$ cat config.mk
export PLATFORM = sky130hd
export DESIGN_NAME = sound_glu_master_flat
export DESIGN_NICKNAME = d
export VERILOG_FILES = /design/src/rtl/sound_glu_pkg.sv /design/src/rtl/sound_glu_master_if.sv /design/src/rtl/sound_glu_master.sv /design/src/flat_wrapper.sv
export SDC_FILE = /design/constraint.sdc
export NUM_CORES = 1
export LEC_CHECK = 0
export ABC_CLOCK_PERIOD_IN_PS = 2300
export CORE_UTILIZATION = 32
export DETAILED_ROUTE_END_ITERATION = 6
export SLEW_MARGIN = 25
export SYNTH_ARGS = -nofsm -noshare
export SYNTH_HDL_FRONTEND = slang
export SYNTH_SLANG_ARGS = --single-unit
$ cat constraint.sdc
create_clock -name CLK_14M -period 2.3 [get_ports CLK_14M]
set_input_delay 0.23 -clock CLK_14M [delete_from_list [all_inputs] [get_ports CLK_14M]]
set_output_delay 0.23 -clock CLK_14M [all_outputs]
set_load 0.01 [all_outputs]
$ cat src/rtl/sound_glu_pkg.sv
// Shared definitions for the sound GLU host-side initiator: register indices, control-bit
// positions and the sequencer state encoding.
package sound_glu_pkg;

  localparam logic [1:0] GLU_CTRL = 2'd0;
  localparam logic [1:0] GLU_DATA = 2'd1;
  localparam logic [1:0] GLU_ADLO = 2'd2;
  localparam logic [1:0] GLU_ADHI = 2'd3;

  localparam int unsigned BUSY    = 7;
  localparam int unsigned RAM     = 6;
  localparam int unsigned AUTOINC = 5;

  typedef enum logic [2:0] {
    StIdle,
    StCtrl,
    StAdlo,
    StAdhi,
    StPoll,
    StDummy,
    StXfer,
    StFin
  } glu_state_e;

  // Control register image: auto-increment always on, volume in the low nibble.
  function automatic logic [7:0] ctrl_byte(input logic ram, input logic [3:0] vol);
    logic [7:0] b;
    b          = {4'h0, vol};
    b[RAM]     = ram;
    b[AUTOINC] = 1'b1;
    return b;
  endfunction

endpackage

$ cat src/rtl/sound_glu_master_if.sv
// Command, write/read data stream and GLU register-port signals of sound_glu_master.
// The master modport is the initiator's view; slave is the host/GLU environment's view.
interface sound_glu_master_if;

  logic        ph0_en;
  logic        cmd_valid;
  logic        cmd_ready;
  logic        cmd_write;
  logic        cmd_ram;
  logic [15:0] cmd_addr;
  logic [15:0] cmd_len;
  logic [3:0]  vol;
  logic [7:0]  wdata;
  logic        wdata_valid;
  logic        wdata_ready;
  logic [7:0]  rdata;
  logic        rdata_valid;
  logic        select;
  logic        wr;
  logic [1:0]  host_addr;
  logic [7:0]  host_data_out;
  logic [7:0]  host_data_in;
  logic        busy;
  logic        done;

  modport master (
    input  ph0_en, cmd_valid, cmd_write, cmd_ram, cmd_addr, cmd_len, vol,
    input  wdata, wdata_valid, host_data_in,
    output cmd_ready, wdata_ready, rdata, rdata_valid,
    output select, wr, host_addr, host_data_out, busy, done
  );

  modport slave (
    output ph0_en, cmd_valid, cmd_write, cmd_ram, cmd_addr, cmd_len, vol,
    output wdata, wdata_valid, host_data_in,
    input  cmd_ready, wdata_ready, rdata, rdata_valid,
    input  select, wr, host_addr, host_data_out, busy, done
  );

endinterface

$ cat src/rtl/sound_glu_master.sv
// Block-transfer initiator for the sound GLU register port (ctrl/data/addr-lo/addr-hi).
// Optional busy polling before every data access: define SOUND_GLU_MASTER_BUSY_POLL_EN.
module sound_glu_master
  import sound_glu_pkg::*;
(
  input logic                CLK_14M,
  input logic                reset,
  sound_glu_master_if.master bus
);

  glu_state_e  state_q, state_d;
  logic        write_q, write_d;
  logic [15:0] addr_q, addr_d;
  logic [15:0] cnt_q, cnt_d;
  logic [1:0]  haddr_q, haddr_d;
  logic [7:0]  hdata_q, hdata_d;
  logic [7:0]  rdata_q, rdata_d;
  logic        rvalid_q, rvalid_d;
  logic        busy_q, busy_d;
  logic        done_q, done_d;
  logic        issuing;
  logic        write_type;
`ifdef SOUND_GLU_MASTER_BUSY_POLL_EN
  logic        dummy_done_q, dummy_done_d;
`endif

  always_comb begin
    issuing    = 1'b0;
    write_type = 1'b0;
    unique case (state_q)
      StCtrl, StAdlo, StAdhi: begin
        issuing    = 1'b1;
        write_type = 1'b1;
      end
      StPoll, StDummy: issuing = 1'b1;
      // A write slot is only used when a byte is actually on offer.
      StXfer: begin
        issuing    = !write_q || bus.wdata_valid;
        write_type = write_q;
      end
      default: issuing = 1'b0;
    endcase
  end

  assign bus.select        = issuing & bus.ph0_en;
  assign bus.wr            = bus.select & write_type;
  assign bus.wdata_ready   = bus.select & (state_q == StXfer) & write_q;
  assign bus.host_addr     = haddr_q;
  assign bus.host_data_out = (state_q == StXfer && write_q) ? bus.wdata : hdata_q;
  assign bus.cmd_ready     = (state_q == StIdle);
  assign bus.busy          = busy_q;
  assign bus.done          = done_q;
  assign bus.rdata         = rdata_q;
  assign bus.rdata_valid   = rvalid_q;

  always_comb begin
    state_d  = state_q;
    write_d  = write_q;
    addr_d   = addr_q;
    cnt_d    = cnt_q;
    haddr_d  = haddr_q;
    hdata_d  = hdata_q;
    rdata_d  = rdata_q;
    rvalid_d = 1'b0;
`ifdef SOUND_GLU_MASTER_BUSY_POLL_EN
    dummy_done_d = dummy_done_q;
`endif
    unique case (state_q)
      StIdle: begin
        if (bus.cmd_valid) begin
          write_d = bus.cmd_write;
          addr_d  = bus.cmd_addr;
          cnt_d   = bus.cmd_len;
`ifdef SOUND_GLU_MASTER_BUSY_POLL_EN
          dummy_done_d = 1'b0;
`endif
          if (bus.cmd_len == 16'd0) begin
            state_d = StFin;
          end else begin
            state_d = StCtrl;
            haddr_d = GLU_CTRL;
            hdata_d = ctrl_byte(bus.cmd_ram, bus.vol);
          end
        end
      end
      StCtrl: begin
        if (bus.select) begin
          state_d = StAdlo;
          haddr_d = GLU_ADLO;
          hdata_d = addr_q[7:0];
        end
      end
      StAdlo: begin
        if (bus.select) begin
          state_d = StAdhi;
          haddr_d = GLU_ADHI;
          hdata_d = addr_q[15:8];
        end
      end
      StAdhi: begin
        if (bus.select) begin
          hdata_d = 8'h00;
`ifdef SOUND_GLU_MASTER_BUSY_POLL_EN
          state_d = StPoll;
          haddr_d = GLU_CTRL;
`else
          state_d = write_q ? StXfer : StDummy;
          haddr_d = GLU_DATA;
`endif
        end
      end
`ifdef SOUND_GLU_MASTER_BUSY_POLL_EN
      StPoll: begin
        if (bus.select && !bus.host_data_in[BUSY]) begin
          state_d = (write_q || dummy_done_q) ? StXfer : StDummy;
          haddr_d = GLU_DATA;
        end
      end
`endif
      // Primes the GLU read pipeline; the byte returned here is stale.
      StDummy: begin
        if (bus.select) begin
`ifdef SOUND_GLU_MASTER_BUSY_POLL_EN
          state_d      = StPoll;
          haddr_d      = GLU_CTRL;
          dummy_done_d = 1'b1;
`else
          state_d = StXfer;
`endif
        end
      end
      StXfer: begin
        if (bus.select) begin
          cnt_d = cnt_q - 16'd1;
          if (!write_q) begin
            rdata_d  = bus.host_data_in;
            rvalid_d = 1'b1;
          end
          if (cnt_q == 16'd1) begin
            state_d = StFin;
            haddr_d = GLU_CTRL;
            hdata_d = 8'h00;
          end else begin
`ifdef SOUND_GLU_MASTER_BUSY_POLL_EN
            state_d = StPoll;
            haddr_d = GLU_CTRL;
`endif
          end
        end
      end
      StFin:   state_d = StIdle;
      default: state_d = StIdle;
    endcase
    busy_d = (state_d != StIdle);
    done_d = (state_d == StFin);
  end

  always_ff @(posedge CLK_14M) begin
    if (reset) begin
      state_q  <= StIdle;
      write_q  <= 1'b0;
      addr_q   <= 16'h0000;
      cnt_q    <= 16'h0000;
      haddr_q  <= GLU_CTRL;
      hdata_q  <= 8'h00;
      rdata_q  <= 8'h00;
      rvalid_q <= 1'b0;
      busy_q   <= 1'b0;
      done_q   <= 1'b0;
    end else begin
      state_q  <= state_d;
      write_q  <= write_d;
      addr_q   <= addr_d;
      cnt_q    <= cnt_d;
      haddr_q  <= haddr_d;
      hdata_q  <= hdata_d;
      rdata_q  <= rdata_d;
      rvalid_q <= rvalid_d;
      busy_q   <= busy_d;
      done_q   <= done_d;
    end
  end

`ifdef SOUND_GLU_MASTER_BUSY_POLL_EN
  always_ff @(posedge CLK_14M) begin
    if (reset) begin
      dummy_done_q <= 1'b0;
    end else begin
      dummy_done_q <= dummy_done_d;
    end
  end
`endif

endmodule

$ cat src/flat_wrapper.sv
// flat-port wrapper written by rule: the top's interface ports become plain ports
module sound_glu_master_flat import sound_glu_pkg::*;
  (CLK_14M, reset, bus_ph0_en, bus_cmd_valid, bus_cmd_write, bus_cmd_ram, bus_cmd_addr, bus_cmd_len, bus_vol, bus_wdata, bus_wdata_valid, bus_host_data_in, bus_cmd_ready, bus_wdata_ready, bus_rdata, bus_rdata_valid, bus_select, bus_wr, bus_host_addr, bus_host_data_out, bus_busy, bus_done);
  sound_glu_master_if bus_i ();
  input logic CLK_14M;
  input logic reset;
  input wire logic [$bits(bus_i.ph0_en)-1:0] bus_ph0_en;
  input wire logic [$bits(bus_i.cmd_valid)-1:0] bus_cmd_valid;
  input wire logic [$bits(bus_i.cmd_write)-1:0] bus_cmd_write;
  input wire logic [$bits(bus_i.cmd_ram)-1:0] bus_cmd_ram;
  input wire logic [$bits(bus_i.cmd_addr)-1:0] bus_cmd_addr;
  input wire logic [$bits(bus_i.cmd_len)-1:0] bus_cmd_len;
  input wire logic [$bits(bus_i.vol)-1:0] bus_vol;
  input wire logic [$bits(bus_i.wdata)-1:0] bus_wdata;
  input wire logic [$bits(bus_i.wdata_valid)-1:0] bus_wdata_valid;
  input wire logic [$bits(bus_i.host_data_in)-1:0] bus_host_data_in;
  output wire logic [$bits(bus_i.cmd_ready)-1:0] bus_cmd_ready;
  output wire logic [$bits(bus_i.wdata_ready)-1:0] bus_wdata_ready;
  output wire logic [$bits(bus_i.rdata)-1:0] bus_rdata;
  output wire logic [$bits(bus_i.rdata_valid)-1:0] bus_rdata_valid;
  output wire logic [$bits(bus_i.select)-1:0] bus_select;
  output wire logic [$bits(bus_i.wr)-1:0] bus_wr;
  output wire logic [$bits(bus_i.host_addr)-1:0] bus_host_addr;
  output wire logic [$bits(bus_i.host_data_out)-1:0] bus_host_data_out;
  output wire logic [$bits(bus_i.busy)-1:0] bus_busy;
  output wire logic [$bits(bus_i.done)-1:0] bus_done;
  assign bus_i.ph0_en = bus_ph0_en;
  assign bus_i.cmd_valid = bus_cmd_valid;
  assign bus_i.cmd_write = bus_cmd_write;
  assign bus_i.cmd_ram = bus_cmd_ram;
  assign bus_i.cmd_addr = bus_cmd_addr;
  assign bus_i.cmd_len = bus_cmd_len;
  assign bus_i.vol = bus_vol;
  assign bus_i.wdata = bus_wdata;
  assign bus_i.wdata_valid = bus_wdata_valid;
  assign bus_i.host_data_in = bus_host_data_in;
  assign bus_cmd_ready = bus_i.cmd_ready;
  assign bus_wdata_ready = bus_i.wdata_ready;
  assign bus_rdata = bus_i.rdata;
  assign bus_rdata_valid = bus_i.rdata_valid;
  assign bus_select = bus_i.select;
  assign bus_wr = bus_i.wr;
  assign bus_host_addr = bus_i.host_addr;
  assign bus_host_data_out = bus_i.host_data_out;
  assign bus_busy = bus_i.busy;
  assign bus_done = bus_i.done;
  sound_glu_master u_core (.CLK_14M(CLK_14M), .reset(reset), .bus(bus_i));
endmodule
==> impl_metrics.toml <==
[run_status]
status = "finished, final reports clean"

[power_and_ir_drop]
power_density_nw_per_um2 = 670
p_sw_uw = 823
seqPwrFrac_pct = 39.5
clock_power_share_pct = 35.7
p_int_uw = 2020
combinationalPowerShare_pct = 24.9
power_switching_share_pct = 28.9
p_leak_uw = 0.00168
peakVddDrop_uv = 341
power_uw = 2850

[drt]
wl_met3_um = 462
wl_per_cell_um = 14.7
top_layer_used = "met4"
drtIter0Drc = 109
vias = 2996
drt_first_pass_iters = 4
drc_errors = 0
drtAntennaViolNets = 0
wirelength_um = 8360
wl_met1_um = 3970
wl_met2_um = 3820
vias_per_cell = 5.26

[layout]
seqCellArea_um2 = 1140
fin_nets = 518
antenna_cells = 0
multiInputGateArea_um2 = 1720
most-common-layout-cells = "clkdlybuf4s50_1, dfxtp_1, nand2_1, a21oi_1, nor2_1"
final_util_pct = 47.8
drive_above_1_share_pct = 14.1
final_common_cell = "clkdlybuf4s50_1"
n_fill_cell = 895
instances_no_fill = 570
area_delta_synth_final_pct = 41.8
stdcell_area_um2 = 4250

[synthesis]
synth_edf_count = 0
ys_types = 56
synth_ff_type = "dfxtp_1"
async_flop_share_pct = 0
syn_inst = 368
mappedNetlistNets = 429
ys_ff_latch = 57
yosysSeqAreaShare_pct = 38.0
syn-cell-area_um2 = 3000
syn_avg_cell_area_um2 = 8.15
yosys_warnings = 0

[worst_setup_path]
slowest_stage = "clkdlybuf4s50_1"
critPathKind = "register to output port"
worstPathArrival_ns = 2.00
slowest_delay_ns = 0.48
reg2reg_setup_slack_ns = 0.17
end_kind = "output port"
r2r_cells = 6
startpoint_type = "register"
timing.rr.start = "u_core.state_q[2]"
worst-path-buf-inv = 2
crit_fanout = 14
worstPathCellList = "buf_6 -> and3b_2 -> nand2_4 -> mux2_2 -> clkdlybuf4s50_1"
cp.required_ns = 2.07
cpLargestDelayFamily = "buffers and inverters"
r2r-end = "u_core.cnt_q[13]"

[timing]
hold_viol = 0
tns_ns = 0
rsz0062_at_grt = "false"
tightest_slew_ns = 0.726
fin_skew_ns = 0.0106
setup_viol = 0
slew_viol_final = 0
slew_headroom_pct = 51.6
period_share_pct = 97.0
fmax_mhz = 448
fin_crit_ns = 2.23

[global_route]
grt_usage_pct = 17.9
grt_overflow = 0
first_global_vias = 2853
grt_max_degree = 37
antenna_found_initial = 0
grt_pass1_wl_um = 13800

[min_path]
hold_end = "u_core.addr_q[15]"
min_delay_path_depth = 2
min_from = "reset"
worstHoldPathType = "input pin to register"

[clock_tree]
clk_pin_slew_worst_paths_ns = 0.07
clk_latency_ns = 0.34
htree_num_levels = 3
cts_hold_buf = 0
cts.sinks = 57
cts_tree = "built"
clk_path_buf_depth = 2
cts_root_buffer = "clkbuf_8"
cts_buffers = 9

[run]
maxCapViolCount = 0

[die]
dieArea_um2 = 9760
rows = 34
start_util_pct = 33.7
coreArea_um2 = 8890
ios = 84
die_w_um = 98.8
die_h_um = 98.8

[place]
dp_cells = 551
hpwl_um = 6000
gp_congestion = 0.809
portBuffers = 83
post_dp_cell_area_um2 = 3980
==> per-layer routing <==
| metal | global-route usage (%) | up-vias |
|---|---|---|
| met5 | 0 | - |
| met4 | 6.54 | 0 |
| met3 | 4.33 | 14 |
| met2 | 27.6 | 80 |
| met1 | 24.2 | 1382 |
| li1 | - | 1520 |
==> state kept, by name (all words and copies together) (netlist names) <==
| register | cells |
|---|---|
| u_core.bus.host_addr | 2 |
| u_core.state_q | 3 |
| u_core.cnt_q | 16 |
| u_core.addr_q | 16 |
| u_core.bus.rdata_valid | 1 |
| u_core.bus.rdata | 8 |
| u_core.hdata_q | 8 |
| u_core.bus.busy | 1 |
| u_core.write_q | 1 |
| u_core.bus.done | 1 |
==> worst register-to-register path, delay by kind of cell (launching register included) <==
family | cells | cell delay, ns
compound gates | 2 | 0.40
buf+inv | 2 | 0.44
flops | 1 | 0.36
simple gates | 2 | 0.81
==> worst max-delay path by stage <==
stage / startpoint / depth (start not counted) / to
after floorplan: u_core.state_q[0] / 9 / u_core.bus.host_addr[1]
after global placement: bus_wdata_valid / 5 / u_core.cnt_q[12]
after detailed placement: bus_wdata_valid / 8 / bus_wdata_ready
after CTS: u_core.state_q[1] / 5 / bus_host_data_out[4]
after global routing: u_core.state_q[1] / 5 / bus_host_data_out[1]
final: u_core.state_q[1] / 5 / bus_host_data_out[3]
==> final cells by class <==
type	count	area share, %
inverters	6	0.530
clock buffers	10	3.00
flip-flops and latches	57	26.8
multi-input cells	276	40.5
well taps	108	3.18
clock inverters	6	1.94
repair buffers	107	24.0
==> cells in the mapped netlist, drive strengths merged (5+ instances only) <==
library cell	instances	area, um^2
dfxtp	57	1140
nand2	50	188
a21oi	33	165
nor2	31	124
o21ai	30	150
clkbuf	16	60.1
buf	13	88.8
a22oi	11	82.6
nor3	11	60.1
nor4	11	75.1
mux2	9	101
mux2i	8	80.1
nand3	7	35.0
o21bai	7	52.6
o311a	6	60.1
or3	6	37.5
and2	5	31.3
inv	5	18.8
==> repair_timing <==
item	4_1_cts	5_1_grt
gates resized for setup	6	9
endpoints found under the setup margin	10	11
buffers inserted	0	3
pin swaps	0	1
==> power by group through the flow <==
stage	Clock [uW]	Combinational (uW)	Sequential [uW]
after floorplan	0	423	1130
after global placement	0	694	1140
after detailed placement	0	703	1140
after CTS	1040	709	1120
after global routing	1090	781	1130
final	1020	708	1120
==> metrics by stage <==
| step | hold slack [ns] | setup WS, ns |
|---|---|---|
| finish | 0.322 | 0.0686 |
| global route | 0.326 | 0.000410 |
| CTS | 0.304 | 0.000453 |
| detailed placement | 0.449 | -0.170 |
| global placement | 0.444 | -0.202 |
| floorplan | 0.366 | 0.494 |
==> kinds of logic after synthesis <==
logic type	Yosys count	share of synthesized area (%)
AND/OR/NAND/NOR	141	24.0
AO/OA/AOI/OAI	115	25.0
flip-flops	57	38.0
buffers and inverters	35	5.72
multiplexers	17	6.05
adder cells (fa/ha/maj)	2	0.834
XOR/XNOR	1	0.292
Power figures use the tool's default switching activity.
